`src/rtl/alu_writeback_pkg.sv`:
```
// Shared definitions for the ALU writeback stage: flag bit positions, the flag
// vector type, default sizing and the masked flag-merge helper.
package alu_writeback_pkg;

    localparam int FLAG_Z = 3;
    localparam int FLAG_C = 2;
    localparam int FLAG_S = 1;
    localparam int FLAG_O = 0;

    localparam int DEFAULT_DEPTH  = 4;
    localparam int DEFAULT_ADDR_W = 8;

    typedef logic [3:0] flags_t;

    // Masked bits take the new flags; the rest keep the base value.
    function automatic flags_t merge_flags(input flags_t base, input flags_t new_flags,
                                           input flags_t mask);
        return (base & ~mask) | (new_flags & mask);
    endfunction

endpackage

```
`src/rtl/alu_writeback_fifo.sv`:
```
// Generic DEPTH x WIDTH synchronous FIFO with a combinational head read port.
// DEPTH must be a power of two so the pointers wrap by natural overflow.
module wb_fifo #(
    parameter int DEPTH = 4,
    parameter int WIDTH = 16,
    localparam int PTR_W = $clog2(DEPTH),
    localparam int CNT_W = $clog2(DEPTH + 1)
) (
    input  logic             clk,
    input  logic             rst,
    input  logic             push,
    input  logic             pop,
    input  logic [WIDTH-1:0] wdata,
    output logic [WIDTH-1:0] rdata,
    output logic [CNT_W-1:0] count,
    output logic             full,
    output logic             empty
);

    logic [WIDTH-1:0] mem_q [DEPTH];
    logic [PTR_W-1:0] wr_ptr_q, wr_ptr_d;
    logic [PTR_W-1:0] rd_ptr_q, rd_ptr_d;
    logic [CNT_W-1:0] count_q, count_d;
    logic             push_ok;
    logic             pop_ok;

    assign full    = (count_q == CNT_W'(DEPTH));
    assign empty   = (count_q == '0);
    assign count   = count_q;
    assign rdata   = mem_q[rd_ptr_q];
    assign push_ok = push & ~full;
    assign pop_ok  = pop & ~empty;

    always_comb begin
        wr_ptr_d = wr_ptr_q;
        rd_ptr_d = rd_ptr_q;
        count_d  = count_q;
        if (push_ok) wr_ptr_d = wr_ptr_q + PTR_W'(1);
        if (pop_ok)  rd_ptr_d = rd_ptr_q + PTR_W'(1);
        case ({push_ok, pop_ok})
            2'b10:   count_d = count_q + CNT_W'(1);
            2'b01:   count_d = count_q - CNT_W'(1);
            default: count_d = count_q;
        endcase
    end

    always_ff @(posedge clk) begin
        if (rst) begin
            wr_ptr_q <= '0;
            rd_ptr_q <= '0;
            count_q  <= '0;
        end else begin
            wr_ptr_q <= wr_ptr_d;
            rd_ptr_q <= rd_ptr_d;
            count_q  <= count_d;
        end
    end

    // Storage is never reset; the pointers and count define which entries are live.
    always_ff @(posedge clk) begin
        if (push_ok) mem_q[wr_ptr_q] <= wdata;
    end

endmodule

```
`src/rtl/alu_writeback.sv`:
```
// ALU writeback stage: status register with masked flag merge, and a store FIFO
// draining to data memory. Optional macro ALU_WB_FLAG_BYPASS_EN forwards next SR to cflags.
module alu_writeback
    import alu_writeback_pkg::*;
#(
    parameter int DEPTH  = DEFAULT_DEPTH,
    parameter int ADDR_W = DEFAULT_ADDR_W
) (
    input  logic              clk,
    input  logic              rst,
    input  logic              in_valid,
    output logic              in_ready,
    input  logic [7:0]        alu_out,
    input  logic [3:0]        alu_flags,
    input  logic [3:0]        flag_mask,
    input  logic              do_write,
    input  logic [ADDR_W-1:0] wr_addr,
    input  logic              sr_load,
    input  logic [3:0]        sr_wdata,
    output logic [3:0]        cflags,
    output logic              mem_we,
    output logic [ADDR_W-1:0] mem_addr,
    output logic [7:0]        mem_di,
    input  logic              mem_ready,
    output logic              busy
);

    localparam int ENTRY_W = ADDR_W + 8;
    localparam int CNT_W   = $clog2(DEPTH + 1);

    flags_t             sr_q, sr_d;
    flags_t             sr_base;
    logic               acc;
    logic               push;
    logic               pop;
    logic [ENTRY_W-1:0] head;
    logic [CNT_W-1:0]   count;
    logic               full;
    logic               empty;

    assign in_ready = ~full;
    assign acc      = in_valid & in_ready;
    assign push     = acc & do_write;
    assign mem_we   = ~empty;
    assign pop      = mem_we & mem_ready;
    assign busy     = (count != '0);

    // Outputs read zero while idle so they are clean straight out of reset.
    assign mem_addr = mem_we ? head[ENTRY_W-1:8] : '0;
    assign mem_di   = mem_we ? head[7:0] : '0;

    always_comb begin
        sr_base = sr_load ? sr_wdata : sr_q;
        sr_d    = sr_base;
        if (acc) sr_d = merge_flags(sr_base, alu_flags, flag_mask);
    end

    always_ff @(posedge clk) begin
        if (rst) sr_q <= '0;
        else     sr_q <= sr_d;
    end

`ifdef ALU_WB_FLAG_BYPASS_EN
    assign cflags = sr_d;
`else
    assign cflags = sr_q;
`endif

    wb_fifo #(
        .DEPTH (DEPTH),
        .WIDTH (ENTRY_W)
    ) u_fifo (
        .clk   (clk),
        .rst   (rst),
        .push  (push),
        .pop   (pop),
        .wdata ({wr_addr, alu_out}),
        .rdata (head),
        .count (count),
        .full  (full),
        .empty (empty)
    );

endmodule
```
`config.mk`:
```
export PLATFORM = sky130hd
export DESIGN_NAME = alu_writeback
export DESIGN_NICKNAME = d
export VERILOG_FILES = /design/src/rtl/alu_writeback_pkg.sv /design/src/rtl/alu_writeback_fifo.sv /design/src/rtl/alu_writeback.sv
export SDC_FILE = /design/constraint.sdc
export NUM_CORES = 1
export LEC_CHECK = 0
export CAP_MARGIN = 25
export CORE_UTILIZATION = 45
export DETAILED_ROUTE_END_ITERATION = 6
export GPL_ROUTABILITY_DRIVEN = 0
export GPL_TIMING_DRIVEN = 1
export PLACE_DENSITY = 0.7
export REMOVE_ABC_BUFFERS = 1
export SLEW_MARGIN = 20
export SYNTH_ARGS = -nofsm -noshare
export SYNTH_HDL_FRONTEND = slang
export SYNTH_SLANG_ARGS = --single-unit
export TNS_END_PERCENT = 5
```
`constraint.sdc`:
```
create_clock -name clk -period 2.8 [get_ports clk]
set_input_delay 0.7 -clock clk [delete_from_list [all_inputs] [get_ports clk]]
set_output_delay 0.7 -clock clk [all_outputs]
set_load 0.01 [all_outputs]
```
==> metrics.txt, run 1 <==
syn_area_per_cell=17.4 sq um; Hold EP=u_fifo.rd_ptr_q[1]; worst path cell trace=clkbuf_16, mux4_2, nor2b_1, clkdlybuf4s50_1; Max-cap violations=0; Worst Max-Slew Pin Slew=roughly 0.44 ns; Synth-to-Final Area Change=29.1%; root buffer cell=clkbuf_8; RSZ-0062 raised after global routing=false; Register Area=2190 sq um; first-pass GRT wire length=between 8000 and 9000 microns; # rows=30; Post-Synthesis Cell Area=between 3000 and 4000 sq um; Max clock buf depth=2; Final Hold Fails=0; vias=1679; Crit. End Element=primary output; RR Startpoint=u_fifo.count[2]; hold_buf cts=0; Final ANT Viol Nets=0; synth warn=0; Seq/Total Area, Yosys=0.696; Rel. slew slack=0.709; most frequent cells in the layout=edfxtp_1 (64), clkdlybuf4s50_1 (55), mux4_2 (16), nor2b_1 (16), dfxtp_1 (12); status=finished clean; Synth top area share=0.613; Final min period=between 2 and 3 ns; dpl cells=between 300 and 400; initial antenna violation count=0; synthesized flop and latch total=77; worst path arrival time=approximately 2.0 ns; die area=approximately 7300 sq um; post-synth cell types=29; CP bufs+invs=2; Die H=roughly 85 microns; critical path type=flip-flop to primary output; pwr/cell area=~830 nW/um^2; peak fanout along the critical path=8; final std cells w/o fill=about 330; Via-to-Cell Ratio=5.10; filler cell count=506; number of port buffers=56; TNS Setup=0 ns; Worst Skew=0.00642 ns; Slew Limit Fails=0; Num CTS Buffers=9; area of the multi-input gates=around 860 sq um; Tcrit/Tclk final=0.969; # IOs=57; fmax=~370 MHz; residual DRC count=0; share of cells above drive strength 1=0.205; vias in the first global route=around 1800; initial core utilization=0.464; total track usage=0.158; Peak VDD IR=0.676 mV; synthesized instance count=between 150 and 200; CP required=around 2.1 ns; commonest non-fill, non-tap cell in the layout=edfxtp_1; CP Launch Type=flip-flop; Die X=between 80 and 90 microns; H-tree lvl count=3; hold path start=u_fifo.rd_ptr_q[1]; HP Class=flip-flop to flip-flop; Reg clk slew, reported paths=around 0.07 ns; drt pass-1 iters=4; Clock Sinks=between 70 and 80; core area=6760 sq um; hpwl dp=between 3000 and 4000 microns; R2R Setup Slk=0.41 ns; initial DRC count=around 140; delay-heaviest family, CP=buffers and inverters; area leader, netlist=edfxtp_1; antenna cell count=0; synth top area cells=edfxtp_1 (61%), mux4_2 (12%), dfxtp_1 (8.3%); Worst path slowest cell=mux4_2; hold depth=2; final setup fails=0; gr ovfl total=0; final core occ=0.599; largest net degree at the start of global routing=20; routed wire length=approximately 5200 microns; Nets=roughly 280; CTS tree=yes; Worst-Skew Late Latency=around 0.35 ns; post-CTS resize count=0; Worst R2R End=u_fifo.count[2]; leak pwr=~1.4 nW; Post-CTS Setup Inserts=0; Routed WL per cell=between 15 and 20 microns; max incr delay on CP=~0.5 ns; R2R depth=9
routing by layer:
metal,part of all wire,routed length (microns),GRT usage,vias up
met1,0.43,2210,0.195,800
li1,-,-,-,815
met4,0.021,108,0.0773,0
met3,0.064,331,0.0486,9
met2,0.49,2510,0.256,55
met5,0,0,0,-
logic make-up (layout without fill, tap and decap cells):
group	after synthesis	count (layout)	synth area share
and+or+nand+nor	39	39	0.0755
muxes	22	22	0.136
buffers and inverters	19	88	0.0296
DFF	77	77	0.696
xor gates and xnor gates	3	3	0.00839
adders and majority gates	6	6	0.0264
AOI/OAI and AO/OA	14	14	0.0280
stage by stage:
| stage | worst slack [ns] | power, mW | cell area (sq um) | hold slack (ns) |
|---|---|---|---|---|
| 6_report | 0.0855 | 3.34 | 4050 | 0.494 |
| 5_1_grt | 0.0176 | 3.53 | 4050 | 0.552 |
| 4_1_cts | 0.0327 | 3.35 | 4010 | 0.496 |
| 3_5_place_dp | 0.0541 | 2.46 | 3800 | 0.483 |
| 3_3_place_gp | 0.121 | 2.46 | 3800 | 0.473 |
| 2_1_floorplan | 0.324 | 1.93 | 3070 | 0.452 |
synthesized netlist by cell type, drive strengths merged:
library cell and instances:
a21oi 7, a31o 4, and2 4, and3 1, buf 7, clkbuf 4, dfxtp 13, edfxtp 64
fa 1, ha 5, inv 8, mux2 1, mux2i 5, mux4 16, nand2 1, nand2b 2
nand4 4, nor2 7, nor2b 16, nor3 1, o21ai 2, o31ai 1, or3 2, or3b 1
xor2 3
sequential cells by signal (all words and copies together), names as in the netlist, named ones only:
register         cells
u_fifo.mem_q        64
u_fifo.count         3
u_fifo.wr_ptr_q      2
u_fifo.rd_ptr_q      2
cflags               4
worst max-delay path by stage:
stage / startpoint / endpoint / depth (start not counted)
2_1_floorplan: u_fifo.count[0] / u_fifo.count[2] / 9
3_3_place_gp: mem_ready / u_fifo.count[2] / 9
3_5_place_dp: mem_ready / u_fifo.count[2] / 9
4_1_cts: flip-flop / mem_addr[5] / 4
5_1_grt: flip-flop / mem_addr[4] / 4
6_report: flip-flop / mem_addr[1] / 4
worst min-delay path, delay by kind of cell, from the launching register on:
family	cells	cell delay [ns]
DFF	1	0.31
AOI/OAI and AO/OA	2	0.13
final cells by class:
type | instances | area share
timing repair buffer | 64 | 0.161
tap | 80 | 0.0247
sequential | 77 | 0.540
clock inverter | 7 | 0.0220
multi-input combinational | 84 | 0.213
clock buffer | 9 | 0.0306
inverter | 8 | 0.00742
report_power, final:
| group | internal, mW | switching [mW] |
|---|---|---|
| clock network | 0.497 | 0.386 |
| logic | 0.636 | 0.456 |
| registers | 1.32 | 0.0512 |
| total | 2.45 | 0.892 |
(Power assumes the default switching activity.)
==> run 2: changes to the inputs <==
--- a/config.mk
+++ b/config.mk
@@ -6,11 +6,11 @@
 export NUM_CORES = 1
 export LEC_CHECK = 0
 export CAP_MARGIN = 25
-export CORE_UTILIZATION = 45
+export CORE_UTILIZATION = 52
 export DETAILED_ROUTE_END_ITERATION = 6
 export GPL_ROUTABILITY_DRIVEN = 0
 export GPL_TIMING_DRIVEN = 1
-export PLACE_DENSITY = 0.7
+export PLACE_DENSITY = 0.79
 export REMOVE_ABC_BUFFERS = 1
 export SLEW_MARGIN = 20
 export SYNTH_ARGS = -nofsm -noshare
==> run 2 against run 1 <==
Net effect: sequential share of layout area is 0.81 points higher; combinational power hardly changed; global-route usage is 3.6 points higher; largest power group unchanged.
==> metrics.txt, run 2 (same netlist as run 1, synthesis figures left out) <==
status=finished clean (unchanged); Worst Skew=0.00837 ns (was 0.00642 ns); Post-CTS Setup Inserts=0 (unchanged); DP Area=3790 sq um (was 3800 sq um); initial antenna violation count=0 (unchanged); initial core utilization=0.555 (was 0.464); CTS tree=yes (unchanged); core area=5640 sq um (was 6760 sq um); number of port buffers=56 (unchanged); post-CTS resize count=0 (unchanged); H-tree lvl count=3 (unchanged); Die X=79.6 microns (was 85.4 microns); final setup fails=0 (unchanged); fmax=369 MHz (was 368 MHz); Worst path slowest cell=mux4_2 (unchanged); Routed WL per cell=17.1 microns (was 15.7 microns); share of cells above drive strength 1=0.190 (was 0.205); root buffer cell=clkbuf_8 (unchanged); pre-CTS setup slack=0.0147 ns (was 0.0541 ns); Final min period=2.71 ns (about the same); max incr delay on CP=0.51 ns (was 0.50 ns); peak fanout along the critical path=12 (was 8); routed wire length=5460 microns (was 5160 microns); leak pwr=1.33 nW (was 1.37 nW); # IOs=57 (unchanged); CP required=2.10 ns (about the same); Rel. slew slack=0.672 (was 0.709); die area=6340 sq um (was 7300 sq um); hpwl dp=3670 microns (was 3410 microns); initial DRC count=93 (was 143); Tcrit/Tclk final=0.969 (about the same); worst setup margin=0.0875 ns (was 0.0855 ns); Final Hold Fails=0 (unchanged); Synth-to-Final Area Change=27.0% (was 29.1%); gr ovfl total=0 (unchanged); Die H=79.6 microns (was 85.4 microns); Crit. End Element=primary output (unchanged); critical path type=flip-flop to primary output (unchanged); hold_buf cts=0 (unchanged); HP Class=flip-flop to flip-flop (unchanged); residual DRC count=0 (unchanged); Via-to-Cell Ratio=5.26 (was 5.10); Hold WS=0.508 ns (was 0.494 ns); largest net degree at the start of global routing=20 (unchanged); Num CTS Buffers=9 (unchanged); commonest non-fill, non-tap cell in the layout=edfxtp_1 (unchanged); Worst Max-Slew Pin Slew=0.490 ns (was 0.437 ns); filler cell count=383 (was 506); worst path cell trace=buf_12, mux4_2, nor2b_1, clkdlybuf4s50_1 (was clkbuf_16, mux4_2, nor2b_1, clkdlybuf4s50_1); CP Launch Type=flip-flop (unchanged); Post-Layout Inst Area=3980 sq um (was 4050 sq um); Max-cap violations=0 (unchanged); Slew Limit Fails=0 (unchanged); TNS Setup=0 ns (unchanged); vias=1682 (was 1679); Nets=283 (was 284); RSZ-0062 raised after global routing=false (unchanged); pwr/cell area=814 nW/um^2 (was 827 nW/um^2); Peak VDD IR=0.760 mV (was 0.676 mV); # rows=27 (was 30); worst path arrival time=2.01 ns (about the same); Worst-Skew Late Latency=0.33 ns (was 0.35 ns); Clock Sinks=77 (unchanged); vias in the first global route=1795 (was 1750); Final ANT Viol Nets=0 (unchanged); most frequent cells in the layout=edfxtp_1 (64), clkdlybuf4s50_1 (56), mux4_2 (16), nor2b_1 (16), dfxtp_1 (13) (was edfxtp_1 (64), clkdlybuf4s50_1 (55), mux4_2 (16), nor2b_1 (16), dfxtp_1 (12)); Reg clk slew, reported paths=0.07 ns (about the same); Largest register FFs=64 (unchanged); Max clock buf depth=2 (unchanged); first-pass GRT wire length=8740 microns (was 8500 microns); drt pass-1 iters=4 (unchanged); antenna cell count=0 (unchanged); total track usage=0.195 (was 0.158); largest reg by FF count=u_fifo.mem_q (unchanged)
## run 2: final cells by class
class                      instances  area, sq um  area share
sequential                        77         2180       0.548
timing repair buffer              63          626       0.157
tap                               72         90.1      0.0226
inverter                           8         30.0     0.00755
multi-input combinational         84          863       0.217
clock buffer                      14          153      0.0384
clock inverter                     2         35.0     0.00881
## run 2: worst max-delay path: cells and delay by family (launching register included)
kind	cells	cell delay [ns]
buf+inv	2	0.65
flops	1	0.37
mux	1	0.51
simple gates	1	0.14
## run 2: path summary, 6_finish.rpt
path	slack (ns)	startpoint	cells past startpoint	endpoint
worst max-delay path	0.09	flip-flop	4	mem_addr[3]
worst min-delay path	0.51	u_fifo.rd_ptr_q[1]	2	u_fifo.rd_ptr_q[1]
worst max register to register	0.35	u_fifo.count[2]	9	u_fifo.count[2]
worst min register to register	0.51	u_fifo.rd_ptr_q[1]	2	u_fifo.rd_ptr_q[1]
## run 2: stage by stage
stage	cells	total power, mW	util
finish	320	3.24	0.705
global route	320	3.40	0.705
CTS	320	3.27	0.705
detailed placement	304	2.48	0.672
global placement	304	2.46	0.672
floorplan	169	1.93	-
## run 2: report_power, final
part	leakage (nW)	internal (mW)	switching, mW	total (mW)
clock	0.0947	0.437	0.360	0.796
combinational	0.546	0.616	0.463	1.08
sequential	0.688	1.32	0.0474	1.36
total	1.33	2.37	0.870	3.24
## run 2: routing by layer
layer | up-vias | GRT usage | share of wire
li1 | 808 | - | -
met5 | - | 0 | 0
met3 | 4 | 0.0411 | 0.043
met1 | 834 | 0.245 | 0.42
met4 | 0 | 0.104 | 0.0055
met2 | 36 | 0.316 | 0.54
